### config.mk
export PLATFORM = sky130hd
export DESIGN_NAME = mem_resp
export DESIGN_NICKNAME = d
export VERILOG_FILES = /design/src/rtl/mem_resp.sv
export SDC_FILE = /design/constraint.sdc
export NUM_CORES = 1
export LEC_CHECK = 0
export ABC_AREA = 1
export BUFFER_PORTS_ARGS = -buffer_cell sky130_fd_sc_hd__clkbuf_2
export CORE_MARGIN = 2
export CORE_UTILIZATION = 45
export DETAILED_ROUTE_END_ITERATION = 12
export PLACE_DENSITY_LB_ADDON = 0.08
export RECOVER_POWER = 50
export SLEW_MARGIN = 20
export SYNTH_ARGS = -nofsm -noshare
export SYNTH_HDL_FRONTEND = slang
export SYNTH_SLANG_ARGS = --single-unit
### constraint.sdc
create_clock -name clk -period 1.41 [get_ports clk]
set_input_delay 0.0705 -clock clk [delete_from_list [all_inputs] [get_ports clk]]
set_output_delay 0.0705 -clock clk [all_outputs]
set_load 0.02 [all_outputs]
### src/rtl/mem_resp.sv
// mem_resp: load-response stage; waits for RAM data, extracts/extends it and pulses ld_valid.
// Optional MEM_RESP_ALE_EN flags misaligned loads on ld_ale.
`timescale 1ns/1ps
`ifndef WD_RAM
`define WD_RAM 2'd1
`endif
`ifndef RAM_EXT_B
`define RAM_EXT_B 3'd0
`endif
`ifndef RAM_EXT_BU
`define RAM_EXT_BU 3'd1
`endif
`ifndef RAM_EXT_H
`define RAM_EXT_H 3'd2
`endif
`ifndef RAM_EXT_HU
`define RAM_EXT_HU 3'd3
`endif
module mem_resp #(
  parameter int TIMEOUT = 64
) (
  input  logic        clk,
  input  logic        rstn,
  input  logic        ex_valid,
  input  logic [1:0]  mem_wd_sel,
  input  logic [31:0] mem_ram_addr,
  input  logic [2:0]  mem_ram_ext_op,
  input  logic [3:0]  mem_ram_we,
  input  logic [31:0] da_rdata,
  input  logic        da_rvalid,
  output logic        mem_stall,
  output logic        ld_valid,
  output logic [31:0] ld_data,
  output logic        ld_err,
  output logic        ld_ale
);
  localparam int CW = $clog2(TIMEOUT + 1);
`ifdef MEM_RESP_ALE_EN
  localparam logic ALE = 1'b1;
`else
  localparam logic ALE = 1'b0;
`endif
  typedef enum logic [1:0] {IDLE, WAIT, DONE} state_e;
  state_e          state_q, state_d;
  logic            start_q;
  logic [CW-1:0]   cnt_q, cnt_d;
  logic [2:0]      ext_q, ext_d;
  logic [1:0]      off_q, off_d;
  logic [31:0]     ld_data_q, ld_data_d;
  logic            ld_err_q, ld_err_d;
  logic            ld_ale_q, ld_ale_d;
  logic            is_load, aligned;
  logic [7:0]      byte_v;
  logic [15:0]     half_v;
  logic [31:0]     ext_data;
  logic            addr_unused;
  assign addr_unused = ^mem_ram_addr[31:2];
  assign is_load   = start_q & (mem_wd_sel == `WD_RAM) & (mem_ram_we == 4'h0);
  assign mem_stall = is_load | (state_q == WAIT);
  assign ld_valid  = (state_q == DONE);
  assign ld_data   = ld_data_q;
  assign ld_err    = ld_err_q;
  assign ld_ale    = ld_ale_q;
  always_comb begin
    aligned = (mem_ram_ext_op == `RAM_EXT_B || mem_ram_ext_op == `RAM_EXT_BU) ? 1'b1 :
              (mem_ram_ext_op == `RAM_EXT_H || mem_ram_ext_op == `RAM_EXT_HU) ? ~mem_ram_addr[0] :
              (mem_ram_addr[1:0] == 2'b00);
    byte_v   = 8'(da_rdata >> {off_q, 3'b000});
    half_v   = off_q[1] ? da_rdata[31:16] : da_rdata[15:0];
    ext_data = (ext_q == `RAM_EXT_B)  ? {{24{byte_v[7]}}, byte_v} :
               (ext_q == `RAM_EXT_BU) ? {24'h0, byte_v} :
               (ext_q == `RAM_EXT_H)  ? {{16{half_v[15]}}, half_v} :
               (ext_q == `RAM_EXT_HU) ? {16'h0, half_v} : da_rdata;
  end
  always_comb begin
    state_d   = state_q;
    cnt_d     = cnt_q;
    ext_d     = ext_q;
    off_d     = off_q;
    ld_data_d = ld_data_q;
    ld_err_d  = ld_err_q;
    ld_ale_d  = ld_ale_q;
    case (state_q)
      IDLE: if (is_load) begin
        if (aligned) begin
          ext_d   = mem_ram_ext_op;
          off_d   = mem_ram_addr[1:0];
          cnt_d   = '0;
          state_d = WAIT;
        end else begin
          ld_data_d = '0;
          ld_err_d  = 1'b0;
          ld_ale_d  = ALE;
          state_d   = DONE;
        end
      end
      WAIT: if (da_rvalid) begin
        ld_data_d = ext_data;
        ld_err_d  = 1'b0;
        ld_ale_d  = 1'b0;
        state_d   = DONE;
      end else if (cnt_q == CW'(TIMEOUT - 1)) begin
        ld_data_d = '0;
        ld_err_d  = 1'b1;
        ld_ale_d  = 1'b0;
        state_d   = DONE;
      end else begin
        cnt_d = cnt_q + 1'b1;
      end
      default: state_d = IDLE;
    endcase
  end
  always_ff @(posedge clk or negedge rstn) begin
    if (!rstn) begin
      state_q   <= IDLE;
      start_q   <= 1'b0;
      cnt_q     <= '0;
      ext_q     <= '0;
      off_q     <= '0;
      ld_data_q <= '0;
      ld_err_q  <= 1'b0;
      ld_ale_q  <= 1'b0;
    end else begin
      state_q   <= state_d;
      start_q   <= ex_valid;
      cnt_q     <= cnt_d;
      ext_q     <= ext_d;
      off_q     <= off_d;
      ld_data_q <= ld_data_d;
      ld_err_q  <= ld_err_d;
      ld_ale_q  <= ld_ale_d;
    end
  end
endmodule

Word-level counts from Yosys, hierarchy flattened. Cells that the tools add are included.

$add $sub $neg: 1. Equal/unequal tests: 16. Shift operators: 1. Mux-type cells: 30. Bitwise operators: 4. Reductions and logical operators: 12.

Operator list (number): 2-to-1 mux 32 bit (8); one-hot mux 32 bit (2 select lines) (1); right shift 32 x 5 -> 8 bit (1); 2-to-1 mux 7 bit (4); 2-to-1 mux 16 bit (1); one-hot mux 7 bit (2 select lines) (1); == test 3 x 2 -> 1 bit (second input constant) (4); inequality test 2 bit (second input constant) (5); 2-to-1 mux 1 bit (8); 2-to-1 mux 2 bit (4); adder 7 x 1 -> 7 bit (second input constant) (1); == test 7 x 6 -> 1 bit (second input constant) (1); == test 3 x 1 -> 1 bit (second input constant) (2); logical NOT 3 bit (2); AND reduction 5 bit (1); == test 2 x 1 -> 1 bit (second input constant) (2); logical NOT 2 bit (2); logical NOT 4 bit (1); one-hot mux 1 bit (2 select lines) (2); one-hot mux 2 bit (2 select lines) (1); AND reduction 4 bit (1); inequality test 3 x 2 -> 1 bit (second input constant) (1); AND reduction 3 bit (1); bitwise AND 1 bit (2); 6 further kinds (7).

Bits in registers: 49. Input bits: 77. Output and inout bits: 36. Word-level logic and storage cells: 72.

Logic depth before layout (Yosys ltp).
Depth after elaboration: 7. Depth in mapped cells: 10. Gate-level depth less buffers: 9.

Least setup slack after synthesis. Ideal clock, no wire load.

Kind: register -> register. Start: reg cnt_q[0]. End: reg ld_data_q[15] (netlist: ld_data[15]). Setup time: 0.117 ns. Data arrival time: 1.333 ns. Data required time: 1.293 ns. Path slack: -0.039 ns. Stages on the path, launching flop included: 10. Path buffers: 1. Period minus slack after synthesis: 1.449 ns. Cells stage by stage: dfrtp_1 -> ha_1 -> nand3_1 -> inv_1 -> nand3_1 -> nand2_1 -> nand3_1 -> buf_2 -> nand2_1 -> nand2_1.

Longest elaborated chain between the ends: 3.

Ends and longest elaborated chain: start: declaration (RTL line 46) `logic [CW-1:0] cnt_q, cnt_d;`; start signal: assignment (RTL line 126) `cnt_q <= cnt_d;`; == test 7 x 6 -> 1 bit (RTL line 102) `end else if (cnt_q == CW'(TIMEOUT - 1)) begin`; inequality test 3 x 2 -> 1 bit (no source line); AND reduction 4 bit (no source line); end signal: assignment (RTL line 129) `ld_data_q <= ld_data_d;`; end: declaration (RTL line 49) `logic [31:0] ld_data_q, ld_data_d;`.

No other way between the ends. A chain may end at the register's enable or synchronous reset.

Final worst setup path.
Start: reg state_q[0]. End: reg ld_data_q[16] (netlist: ld_data[16]).

Longest elaborated chain between the ends: 3. Elaborated cells on any way between the ends: 8. Classes of those cells: 4 x eq/ne; 1 x mux; 3 x reduce/logical.

Ends and longest elaborated chain: start: declaration (RTL line 44) `state_e state_q, state_d;`; start signal: assignment (RTL line 124) `state_q <= state_d;`; == test 2 x 1 -> 1 bit / logical NOT 2 bit (equally long branches) (RTL line 83) `case (state_q)`; inequality test 3 x 2 -> 1 bit (no source line) (tied with other cells); AND reduction 4 bit (no source line).

Several ways; a longest one is shown, not always the timed one.

==> impl_metrics.yaml <==
outcome:
  status: "finished with violations"
  violations: "negative setup slack"
clocking:
  numCtsBuffers: 5
  cts_buffer_depth: 2
  clkSlewWorstSetupHoldPaths_ps: 90
  clkSinkCount: 48
  htreeDepth: 2
  cts_tree: "yes"
  worstSkewPairLatency_ps: 300
  cts_root_buffer: "clkbuf_8"
sta:
  finalCriticalPeriod_ps: 1490
  rsz0062_at_grt: "true"
  max_freq_mhz: 670
  fin_hold_ws_ps: 15.0
  hold_viol: 0
  timing.final.crit_share_pct: 106
  finalSetupTns_ps: -2180
  setup_slack_ps: -82.8
  setup_viol: 36
  slew_viol_final: 0
  timing.clock.skew_ps: 10.8
route:
  ant_nets: 0
  dr_total_vias: 3349
  wirelength_mm: 8.93
  drcViolationCount: 0
  viasPerCell: 5.03
  wl_per_cell_um: 13.4
  drtIter0Drc: 207
  dr.pass1.iters: 5
placed_design:
  dp_slack_ps: -61.1
  port-buffer-count: 81
  gp_congestion: 0.945
  place_hpwl_mm: 6.65
logic_synthesis:
  synth-compound-area-share_pct: 5.31
  synth_top_family_by_area: "simple AND/OR/NAND/NOR gates"
  synth_area_leaders: "dfrtp_1 40%, nand2_1 30%, nand3_1 12%"
  synth_xor_xnor_area_share_pct: 0.288
  yosys_warnings: 0
  synth_area_leader_cell: "dfrtp_1"
  syn_avg_cell_area_sq_um: 6.33
  syn_area_sq_um: 3040
  syn_inst: 480
  ys_ff_latch: 48
  synthAdderAreaFrac_pct: 0.412
  synth_fp_nets: 558
  synth_top_area_share_pct: 39.5
  synthSimpleGateAreaFrac_pct: 46.1
  synth.distinct_cells: 26
  seq_area_frac_synth_pct: 39.5
  synthMuxAreaShare_pct: 0
worst_setup_path:
  r2r_cells: 7
  critPathArrivalTime_ps: 1680
  worstSetupEndpointType: "flop"
  worstSetupPathType: "reg2reg"
  r2r_slack_ps: -80
  worstReg2RegEnd: "ld_data[16]"
  worstReg2RegStart: "state_q[0]"
  cp.required_ps: 1600
  startpoint_type: "flop"
  cp_max_fo: 7
cells_and_area:
  layout_commonest_cell: "nand2_1"
  nets: 667
  area_growth_pct: 34.3
  drive_gt1_share_pct: 28.2
  diodes: 0
  layout_common_cells: "219 x nand2_1, 71 x clkbuf_2, 67 x nand3_1"
  num-fill-cells: 609
min_path:
  hold_class: "in2reg"
  whs_endpoint: "ext_q[0]"
  hold_start: "mem_ram_ext_op[0]"
  worstHoldPathCells: 3
pwr:
  p_leak_nw: 2.39
  p_int_mw: 3.70
  netSwitchingPower_mw: 3.13
  power_density_nw_per_um2: 1670
  p_clk_share_pct: 11.5
  totalPowerFinal_mw: 6.84
  seqPwrFrac_pct: 31.4
  pwr-share-comb_pct: 57.1
  switching_share_pct: 45.8
  irDropWorstVdd_v: 0.000870
die:
  rows: 29
  die_h_um: 86.2
  num_io_pins: 113
  coreArea_sq_um: 6460
  start_util_pct: 47.1
  die_x_um: 86.2
  dieArea_sq_um: 7430
global_route:
  grt_max_degree: 31
  grt_overflow_total: 0
  grt_usage_pct: 24.7
  grt_pass1_wl_mm: 14.7
  grt_pass1_vias: 3167
  antenna_found_initial: 0
run:
  cap_viol_max_count: 0
-- critical path, cell delays in order, from the launching register on --
cell      delay, ps
dfrtp_1         440
nor2_4          160
o211ai_1        150
nand2_1         140
nand3_4         170
buf_12          200
nand2_1          60
nand2_1          50
-- power by group through the flow --
stage,logic (mW),registers [mW],clock network [mW]
detailed placement,3.43,2.10,0
global placement,3.40,2.09,0
finish,3.90,2.15,0.788
global route,4.34,2.19,0.855
CTS,3.72,2.10,0.817
floorplan,1.68,2.56,0
-- worst max path at each step --
stage	startpoint	to	slack, ps	cells after the start
floorplan	cnt_q[0]	ld_data[15]	10	9
global placement	cnt_q[1]	ld_err	-30	9
detailed placement	cnt_q[1]	ld_err	-60	9
CTS	cnt_q[1]	ld_data[8]	-70	9
global route	cnt_q[1]	ld_data[31]	-170	9
finish	state_q[0]	ld_data[16]	-80	7
-- through the flow --
stage / area [sq um] / instances / utilization, %
2_1_floorplan: 3050 / 480 / -
3_3_place_gp: 3750 / 650 / 58.1
3_5_place_dp: 3750 / 650 / 58.1
4_1_cts: 3980 / 663 / 61.7
5_1_grt: 4080 / 666 / 63.2
6_report: 4080 / 666 / 63.2
-- cell type report --
cell class	instances	area, sq um	area share, %
Sequential cell	48	1200	29.4
Inverter	39	146	3.58
Clock inverter	1	5.00	0.123
Clock buffer	6	72.6	1.78
Tap cell	77	96.3	2.36
Timing Repair Buffer	123	815	19.9
Multi-Input combinational cell	372	1750	42.8
-- metal layers --
| layer | vias to the layer above | global-route usage (%) | wire (um) |
|---|---|---|---|
| met1 | 1517 | 34.2 | 4250 |
| met5 | - | 0 | 0 |
| met4 | 0 | 8.10 | 210 |
| li1 | 1711 | - | - |
| met3 | 20 | 3.90 | 425 |
| met2 | 101 | 39.7 | 4040 |
-- flip-flops by register name, summed over array words and instances (netlist names) --
name	count
start_q	1
ld_err	1
ext_q	3
ld_data	32
cnt_q	7
state_q	2
off_q	2
-- cell usage after synthesis --
cell / instances
a21oi_1: 10
nor3b_1: 2
a21oi_4: 1
xnor2_1: 1
o21ai_0: 14
nand3_2: 1
clkbuf_1: 5
buf_4: 3
nand2_1: 242
buf_2: 11
nor2_2: 1
nand4_1: 1
conb_1: 1
inv_1: 38
inv_2: 1
or2_2: 1
o211ai_1: 1
nand2_2: 4
o211ai_2: 1
buf_1: 2
dfrtp_1: 48
ha_1: 1
nor2_1: 18
nand3b_1: 1
nand3_1: 70
o21ai_1: 1
-- cell families after synthesis --
kind of cell | count (synthesis)
adder cells (fa/ha/maj) | 1
other | 1
AND/OR/NAND/NOR | 341
AO/OA/AOI/OAI | 28
XOR/XNOR | 1
flip-flops | 48
buffers and inverters | 60
-- timing repair --
item	4_1_cts	5_1_grt
hold endpoints to repair	19	0
gates resized for setup	24	34
hold buffers	2	0
pin swaps	11	6
buffers inserted	2	3
gates cloned	2	0
setup endpoints to repair	38	42
(Power assumes the default switching activity.)
